`config.mk`:
```
export PLATFORM = sky130hd
export DESIGN_NAME = us_ranger_multi
export DESIGN_NICKNAME = d
export VERILOG_FILES = /design/src/rtl/us_ranger_multi.sv
export SDC_FILE = /design/constraint.sdc
export NUM_CORES = 1
export LEC_CHECK = 0
export CAP_MARGIN = 20
export CELL_PAD_IN_SITES_DETAIL_PLACEMENT = 1
export CELL_PAD_IN_SITES_GLOBAL_PLACEMENT = 1
export CORE_AREA = 5 5 80 156
export DETAILED_ROUTE_END_ITERATION = 6
export DIE_AREA = 0 0 85 161
export GPL_TIMING_DRIVEN = 0
export PLACE_DENSITY_LB_ADDON = 0.08
export SLEW_MARGIN = 5
export SYNTH_ARGS = -nofsm -noshare
export SYNTH_HDL_FRONTEND = slang
export SYNTH_SLANG_ARGS = --single-unit
```
`constraint.sdc`:
```
create_clock -name clk_50M -period 2.49 [get_ports clk_50M]
set_input_delay 0.747 -clock clk_50M [delete_from_list [all_inputs] [get_ports clk_50M]]
set_output_delay 0.747 -clock clk_50M [all_outputs]
set_load 0.01 [all_outputs]
```
`src/rtl/us_ranger_multi.sv`:
```
// -----------------------------------------------------------------------------
// us_ranger_multi
//   Round-robin ultrasonic ranger for NUM_CH sensors. Each channel gets one
//   frame of CYCLE_CLKS clocks: an idle gap, a trigger pulse, then an echo
//   measurement window. The width of the first echo pulse in the window is
//   counted (saturating). On the last frame clock the result is published:
//   pulses, the per-channel threshold bit in out, timeout, and a valid strobe.
//
// Optional build macro:
//   US_ECHO_SYNC_EN - pass every echo_rx bit through a 2-flop synchroniser
//                     (two cycles of sampling latency). When undefined, echo_rx
//                     is sampled directly and must be synchronous to clk_50M.
//
// Ports:
//   clk_50M  in   system clock, rising edge
//   reset    in   asynchronous, active-low reset
//   echo_rx  in   [NUM_CH]   raw echo per channel
//   trigger  out  [NUM_CH]   sensor trigger, only the current channel pulses
//   out      out  [NUM_CH]   registered threshold result per channel
//   pulses   out  [PULSE_W]  echo width of the most recently completed frame
//   ch_idx   out  [CH_W]     channel of the current frame
//   valid    out  1          one-cycle strobe when pulses/out/timeout update
//   timeout  out  1          echo still high at frame end
//   state    out  2          0 IDLE, 1 TRIG, 2 ECHO, 3 DONE
//
// Assumes CYCLE_CLKS >= TRIG_DELAY_CLKS + TRIG_CLKS + 2 and that THRESH_CLKS
// fits in PULSE_W bits.
// -----------------------------------------------------------------------------
module us_ranger_multi #(
   parameter int NUM_CH          = 2,
   parameter int CYCLE_CLKS      = 50000,
   parameter int TRIG_DELAY_CLKS = 50,
   parameter int TRIG_CLKS       = 500,
   parameter int THRESH_CLKS     = 29410,
   parameter int PULSE_W         = 22,
   localparam int CH_W           = (NUM_CH > 1) ? $clog2(NUM_CH) : 1
) (
   input  logic               clk_50M,
   input  logic               reset,
   input  logic [NUM_CH-1:0]  echo_rx,
   output logic [NUM_CH-1:0]  trigger,
   output logic [NUM_CH-1:0]  out,
   output logic [PULSE_W-1:0] pulses,
   output logic [CH_W-1:0]    ch_idx,
   output logic               valid,
   output logic               timeout,
   output logic [1:0]         state
);

   localparam int FC_W = (CYCLE_CLKS > 1) ? $clog2(CYCLE_CLKS) : 1;

   localparam logic [FC_W-1:0]    FC_LAST      = FC_W'(CYCLE_CLKS - 1);
   localparam logic [FC_W-1:0]    FC_ECHO_LAST = FC_W'(CYCLE_CLKS - 2);
   localparam logic [FC_W-1:0]    TRIG_START   = FC_W'(TRIG_DELAY_CLKS);
   localparam logic [FC_W-1:0]    TRIG_END     = FC_W'(TRIG_DELAY_CLKS + TRIG_CLKS);
   localparam logic [CH_W-1:0]    CH_LAST      = CH_W'(NUM_CH - 1);
   localparam logic [PULSE_W-1:0] CNT_MAX      = '1;
   localparam logic [PULSE_W-1:0] THRESH       = PULSE_W'(THRESH_CLKS);

   typedef enum logic [1:0] {
      S_IDLE = 2'd0,
      S_TRIG = 2'd1,
      S_ECHO = 2'd2,
      S_DONE = 2'd3
   } state_t;

   // Frame phase is a pure function of the frame counter.
   function automatic state_t phase_of(input logic [FC_W-1:0] f);
      state_t s;
      if (f == FC_LAST)       s = S_DONE;
      else if (f < TRIG_START) s = S_IDLE;
      else if (f < TRIG_END)   s = S_TRIG;
      else                     s = S_ECHO;
      return s;
   endfunction

   logic [FC_W-1:0]    fc_q, fc_d;
   logic [CH_W-1:0]    ch_q, ch_d;
   state_t             state_q, state_d;
   logic [NUM_CH-1:0]  trigger_q, trigger_d, trig_sel;
   logic [NUM_CH-1:0]  out_q;
   logic [PULSE_W-1:0] pulses_q;
   logic               valid_q, timeout_q;
   logic [PULSE_W-1:0] count_q, count_d;
   logic               in_pulse_q, in_pulse_d;  // first pulse has started
   logic               frozen_q, frozen_d;      // first pulse has ended
   logic [NUM_CH-1:0]  echo_s;
   logic               echo_cur;
   logic               fc_last;
   logic               frame_end;

`ifdef US_ECHO_SYNC_EN
   logic [NUM_CH-1:0] sync1_q, sync2_q;

   always_ff @(posedge clk_50M or negedge reset) begin
      if (!reset) begin
         sync1_q <= '0;
         sync2_q <= '0;
      end else begin
         sync1_q <= echo_rx;
         sync2_q <= sync1_q;
      end
   end

   assign echo_s = sync2_q;
`else
   assign echo_s = echo_rx;
`endif

   assign echo_cur  = echo_s[ch_q];
   assign fc_last   = (fc_q == FC_LAST);
   // Result is captured on the edge that enters DONE, so valid and the new
   // result are visible together during the DONE cycle itself.
   assign frame_end = (state_q == S_ECHO) && (fc_q == FC_ECHO_LAST);

   // One-hot select of the channel the next cycle belongs to.
   for (genvar gi = 0; gi < NUM_CH; gi++) begin : g_trig_sel
      assign trig_sel[gi] = (ch_d == CH_W'(gi));
   end

   always_comb begin
      fc_d = fc_last ? '0 : fc_q + 1'b1;
      ch_d = ch_q;
      if (fc_last) begin
         ch_d = (ch_q == CH_LAST) ? '0 : ch_q + 1'b1;
      end
      state_d   = phase_of(fc_d);
      trigger_d = (state_d == S_TRIG) ? trig_sel : '0;

      count_d    = count_q;
      in_pulse_d = in_pulse_q;
      frozen_d   = frozen_q;
      if ((state_q == S_ECHO) && !frozen_q) begin
         if (echo_cur) begin
            count_d    = (count_q == CNT_MAX) ? count_q : count_q + 1'b1;
            in_pulse_d = 1'b1;
         end else if (in_pulse_q) begin
            frozen_d = 1'b1;
         end
      end
   end

   always_ff @(posedge clk_50M or negedge reset) begin
      if (!reset) begin
         fc_q       <= '0;
         ch_q       <= '0;
         state_q    <= S_IDLE;
         trigger_q  <= '0;
         out_q      <= '0;
         pulses_q   <= '0;
         valid_q    <= 1'b0;
         timeout_q  <= 1'b0;
         count_q    <= '0;
         in_pulse_q <= 1'b0;
         frozen_q   <= 1'b0;
      end else begin
         fc_q      <= fc_d;
         ch_q      <= ch_d;
         state_q   <= state_d;
         trigger_q <= trigger_d;
         valid_q   <= frame_end;
         if (frame_end) begin
            pulses_q    <= count_d;
            out_q[ch_q] <= (count_d >= THRESH);
            timeout_q   <= echo_cur;
            count_q     <= '0;
            in_pulse_q  <= 1'b0;
            frozen_q    <= 1'b0;
         end else begin
            count_q    <= count_d;
            in_pulse_q <= in_pulse_d;
            frozen_q   <= frozen_d;
         end
      end
   end

   assign trigger = trigger_q;
   assign out     = out_q;
   assign pulses  = pulses_q;
   assign ch_idx  = ch_q;
   assign valid   = valid_q;
   assign timeout = timeout_q;
   assign state   = state_q;

endmodule

```
==> summary.txt <==
Outcome
  • Status: complete, no violations

Worst setup path
  • Crit Path Category: register to register
  • Reg-to-Reg End: out[1]
  • Critical path startpoint: count_q[0]
  • Cells along the critical path: ha_4, nand4_4, or3_4, or4_4, xor2_2, and4_1, and3_4, a31oi_1
  • FF-to-FF Start: count_q[0]
  • Crit end category: register
  • Cell family with most CP delay: simple AND/OR/NAND/NOR gates
  • Worst EP required: 2.73 ns
  • Worst EP arrival: 2.69 ns
  • Worst Setup EP: out[1]
  • Worst path bufs/invs: 0
  • Startpoint Class: register
  • Reg2Reg Setup Slack: 0.04 ns
  • WP depth: 8
  • Slowest-stage cell, CP: or4_4
  • Crit Path Max Fanout: 6
  • CP peak stage delay: 0.50 ns
  • FF-to-FF path depth: 8

Detailed routing
  • Vias per cell: 5.27
  • Initial DRC count: 102
  • Vias: 3171
  • DR pass1 iterations: 4
  • Routed wire length: 10500 um
  • Post-route ant nets: 0
  • Drc violations: 0
  • Per-cell routed wire length: 17.4 um

Timing
  • Slew margin rel.: 0.677
  • Worst Max-Slew Pin Slew: 0.481 ns
  • Post-route minimum period: 2.45 ns
  • Final worst-path cycle share: 0.985
  • Setup TNS: 0 ns
  • Slew Viols, Final: 0
  • Clk_skew: 0.00600 ns
  • Final Setup Violations: 0
  • Fin. Hold Viols: 0
  • Fmax: 408 MHz
  • RSZ-0062 raised after global routing: true

Global routing
  • Vias in the first global route: 3433
  • Total grt overflow: 0
  • Total GRT Usage: 0.160
  • Initial antenna violation count: 0
  • First-pass GRT wire length: 17500 um
  • Largest net degree at the start of global routing: 48

Clock network
  • Hold-fix buffers, CTS: 0
  • Clk_lat worst skew: 0.33 ns
  • CTS Buffer Depth: 2
  • Clock slew at reported path FFs: 0.06 ns
  • TritonCTS Buffers: 9
  • H-tree depth: 3
  • Num Clock Sinks: 71
  • Clock tree root driver cell: clkbuf_16
  • CTS tree: built

Place
  • Hpwl dp: 7360 um
  • Port-buffer cells: 34
  • Final RePlAce weighted congestion: 0.842

Die
  • Initial Util: 0.333
  • # IOs: 35
  • Die area: 13700 sq um
  • Core area: 11100 sq um
  • Die width: 85 um
  • Die Span Y: 161 um
  • Cell Rows: 55

Final layout
  • Fillers: 1271
  • Final Util: 0.447
  • Share of layout cells above drive strength 1: 0.226
  • Final #Nets: 464
  • Most frequent cells in the layout: dfrtp_1, nand2_1, nor2_1
  • Antenna cells: 0
  • Commonest non-fill, non-tap cell in the layout: dfrtp_1
  • P&R area growth vs syn: 34.1%

Synthesis
  • Sequential cell area fraction in the yosys report: 0.478
  • Unique masters post-synth: 63
  • Post-synth top flop: dfrtp_1
  • Syn Area/Cell: 9.43 sq um
  • #FFs+latches synth: 71
  • Syn Std Cell Area: 3720 sq um
  • Asr flop ratio synth: 1.00
  • Syn_nets: 401
  • Yosys warnings: 0
  • Number of synthesized flops with an enable pin: 0
  • Cells after Synth: 394

Pwr
  • Pleak: 0.00215 uW
  • Power Density: 474 nW/um^2
  • VDD IR max: 0.439 mV

Job
  • Max-cap check violation count: 0

Hold path
  • Hold Path Class: input pin to async pin
==> worst reg2reg max path: cells and delay by family (launching register included) <==
| family | cells | cell delay [ns] |
|---|---|---|
| and+or+nand+nor | 5 | 1.43 |
| DFF | 1 | 0.38 |
| AOI/OAI and AO/OA | 1 | 0.20 |
| adders and majority gates | 1 | 0.17 |
| xor gates and xnor gates | 1 | 0.17 |
==> Yosys cell counts, types with 2 or more instances <==
cell / number / share of area
a211o_1: 2 / 0.0047
a21oi_1: 5 / 0.0067
a31oi_1: 4 / 0.0067
and2_1: 4 / 0.0067
and3_1: 7 / 0.012
and4_1: 3 / 0.0071
buf_2: 6 / 0.0081
clkbuf_1: 9 / 0.0091
dfrtp_1: 71 / 0.48
ha_1: 3 / 0.010
inv_1: 9 / 0.0091
mux2_2: 3 / 0.0091
mux2i_1: 5 / 0.013
nand2_1: 54 / 0.055
nand2b_1: 3 / 0.0050
nand3_1: 15 / 0.020
nand4_1: 11 / 0.019
nor2_1: 50 / 0.050
nor2b_1: 3 / 0.0050
nor3_1: 12 / 0.016
nor4_1: 3 / 0.0050
nor4_2: 2 / 0.0067
o211ai_1: 4 / 0.0081
o21ai_0: 25 / 0.034
o21ai_1: 2 / 0.0027
o221ai_1: 2 / 0.0047
o31a_1: 2 / 0.0047
o31ai_1: 2 / 0.0040
or4_1: 5 / 0.010
or4bb_1: 2 / 0.0061
xnor2_1: 18 / 0.042
xor2_1: 17 / 0.040
==> through the flow <==
stage	cells	hold WS, ns	cell area, sq um	total power (uW)	worst slack [ns]
global route	602	0.341	4990	2440	-0.0361
detailed placement	571	0.474	4260	1210	-1.07
global placement	570	0.462	4240	1210	-1.81
floorplan	394	0.451	3720	1180	0.0714
finish	602	0.317	4990	2360	0.0384
CTS	591	0.323	4810	2410	-0.0475
==> where the power goes <==
group | switching (uW) | total [uW] | leakage (uW) | internal (uW)
combinational | 25.5 | 34.1 | 0.00120 | 8.60
sequential | 0 | 1150 | 0.000816 | 1150
clock | 457 | 1170 | 0.000132 | 716
==> flip-flops by register name, summed over array words and instances (netlist names), 2 cells and up <==
signal / count
count_q: 22
fc_q: 16
out: 2
pulses: 22
state: 2
trigger: 2
==> cells by family (layout without fill, tap and decap cells) <==
family / Yosys count / count (layout) / synth area share
fa+ha+maj: 3 / 3 / 0.0101
mux: 8 / 8 / 0.0226
compound gates: 64 / 64 / 0.119
buf+inv: 27 / 93 / 0.0296
simple gates: 186 / 186 / 0.258
flops: 71 / 71 / 0.478
xor+xnor: 35 / 35 / 0.0825
==> layer usage <==
metal | up-vias | wire length [um] | track usage
met1 | 1590 | 4780 | 0.206
met5 | - | 0 | 0
met2 | 51 | 5240 | 0.267
met4 | 0 | 159 | 0.0519
met3 | 11 | 312 | 0.0301
li1 | 1519 | - | -
==> layout make-up <==
type	count	area (sq um)	area share
timing repair buffer	53	510	0.102
multi-input combinational	296	2080	0.417
inverter	11	42.5	0.00853
sequential	71	1790	0.360
buffer	15	118	0.0236
clock inverter	1	5.00	0.00100
clock buffer	13	260	0.0522
tap	142	178	0.0356
==> what timing repair did <==
action / in CTS / in global routing
pin swaps: 8 / 12
setup endpoints to repair: 50 / 29
buffers inserted: 6 / 12
gates resized for setup: 58 / 28
==> worst min path at each step <==
stage / startpoint / slack, ns / end
final: reset / 0.32 / fc_q[6]
after global routing: reset / 0.34 / fc_q[6]
after CTS: reset / 0.32 / fc_q[6]
after detailed placement: pulses[15] / 0.47 / pulses[15]
after global placement: timeout / 0.46 / timeout
after floorplan: reset / 0.45 / ch_idx
(Power assumes the default switching activity.)
==> RTL change, RTL diff (config.mk and constraints unchanged) <==
Add a define of `US_ECHO_SYNC_EN`.
--- a/src/rtl/us_ranger_multi.sv
+++ b/src/rtl/us_ranger_multi.sv
@@ -26,6 +26,8 @@
 // Assumes CYCLE_CLKS >= TRIG_DELAY_CLKS + TRIG_CLKS + 2 and that THRESH_CLKS
 // fits in PULSE_W bits.
 // -----------------------------------------------------------------------------
+`define US_ECHO_SYNC_EN
+
 module us_ranger_multi #(
    parameter int NUM_CH          = 2,
    parameter int CYCLE_CLKS      = 50000,
Check against the original RTL: no difference found for any inputs over 10 cycles, from zero or initial values and one cycle with reset low; that may be too few to reach the edited logic, so the function may still have changed.
==> RTL change against the original RTL <==
Sequential share of layout area is 1.2 points higher. Wire length is 1.6% higher. Combinational power is 10% higher. Area after synthesis is 4.5% higher. Largest power group unchanged. Non-clock buffer count is 2 lower. Critical path type unchanged. Highest routed layer unchanged. Fmax is 0.39% higher. Sequential cell count is 4 higher. Cell area is 1.4% higher. Critical path depth stayed put. Total power is 13% higher. Synthesized cell count is 3.3% higher. Global-route usage is 0.094 points higher. Clock skew is 4.2 ps higher. Setup slack better by 9.4 ps.
==> RTL change: results <==
set metrics [dict create \
    crit_fanout 7 \
    vias_per_cell 5.39 \
    ys_async_sr_fraction_pct 100 \
    hpwl_um 7710 \
    wl_met3_um 306 \
    timing.rr.start "fc_q[7]" \
    syn_nets 414 \
    dr.max_layer_used "met4" \
    syn_avg_cell_area_um2 9.54 \
    peakVddDrop_v 0.000355 \
    cp.arrival_ps 2640 \
    outcome "complete, no violations" \
    synth_seq_area_share_pct 48.3 \
    grt_usage_pct 16.1 \
    hold_slack_ps 257 \
    dp_slack_ps -191 \
    dpl-instance-area_um2 4430 \
    slowest_stage "or3b_1" \
    cts_max_path_buffers 2 \
    finalNetCount 472 \
    fill_cells 1288 \
    met1_length_um 4660 \
    drt_pre_antenna_iters 4 \
    grt_pass1_vias 3564 \
    drive_gt1_share_pct 19.0 \
    synth_cell_types 62 \
    grt_max_degree 64 \
    p_leak_nw 2.13 \
    ys_top_cells_by_area "dfrtp_1, nor2_1, nand2_1" \
    ys_top_cells_by_count "dfrtp_1, nor2_1, nand2_1, o21ai_0, xnor2_1" \
    worst_pin_slew_ps 531 \
    cpPeakStageDelay_ps 440 \
    fin_worst_skew_ps 10.2 \
    stdcell_count 611 \
    final_util_pct 45.4 \
    hold_viol 0 \
    grt_pass1_wl_um 17700 \
    drt_iter0_drc 186 \
    dpl.cell_count 584 \
    rr_endpoint "state[0]" \
    dr_wl_met2_um 5520 \
    wl_per_cell_um 17.4 \
    place.gp.congestion 0.866 \
]
-- RTL change: changes by cell type after synthesis, moves of 5 or more --
| cell | change |
|---|---|
| buf_2 | +6 |
| xor2_1 | -11 |
| o21ai_0 | +9 |
| nand2_1 | -5 |
| nand4_1 | +7 |
-- RTL change: logic make-up after synthesis --
| logic type | Yosys count | share of synthesized area, % |
|---|---|---|
| AOI/OAI and AO/OA | 75 | 13.4 |
| xor gates and xnor gates | 26 | 5.86 |
| DFF | 75 | 48.3 |
| muxes | 9 | 2.48 |
| buffers and inverters | 30 | 3.51 |
| and+or+nand+nor | 189 | 25.4 |
| adders and majority gates | 3 | 0.967 |
-- RTL change: cell type report --
cell class,count,share of cell area (%)
Multi-Input combinational cell,302,40.9
Clock inverter,4,1.46
Buffer,18,1.93
Timing Repair Buffer,48,9.15
Tap cell,142,3.51
Sequential cell,75,37.2
Clock buffer,11,5.00
Inverter,11,0.816
-- RTL change: report_power, final --
group | switching [mW] | total, mW | internal [mW]
sequential | 0.00216 | 1.22 | 1.22
combinational | 0.0270 | 0.0376 | 0.0106
clock | 0.482 | 1.41 | 0.926
total | 0.512 | 2.67 | 2.16
-- RTL change: worst max-delay path by stage --
| stage | from | cells after the start | endpoint | slack, ps |
|---|---|---|---|---|
| after CTS | fc_q[0] | 8 | state[0] | 4 |
| after global placement | reset | 1 | pulses[13] | -1950 |
| final | fc_q[7] | 8 | state[0] | 50 |
| after global routing | fc_q[6] | 8 | state[0] | -60 |
| after detailed placement | count_q[1] | 8 | out[1] | -190 |
| after floorplan | fc_q[0] | 8 | state[0] | 260 |
-- RTL change: repair_timing --
item | CTS | global route
endpoints found under the setup margin | 40 | 48
gates cloned | 0 | 0
buffers inserted | 4 | 10
gates resized for setup | 16 | 26
pin swaps | 3 | 9
-- RTL change: per-layer routing --
metal	track usage, %	vias up
met5	0	-
met4	5.62	0
met3	3.01	10
met2	27.7	49
met1	19.8	1672
li1	-	1560
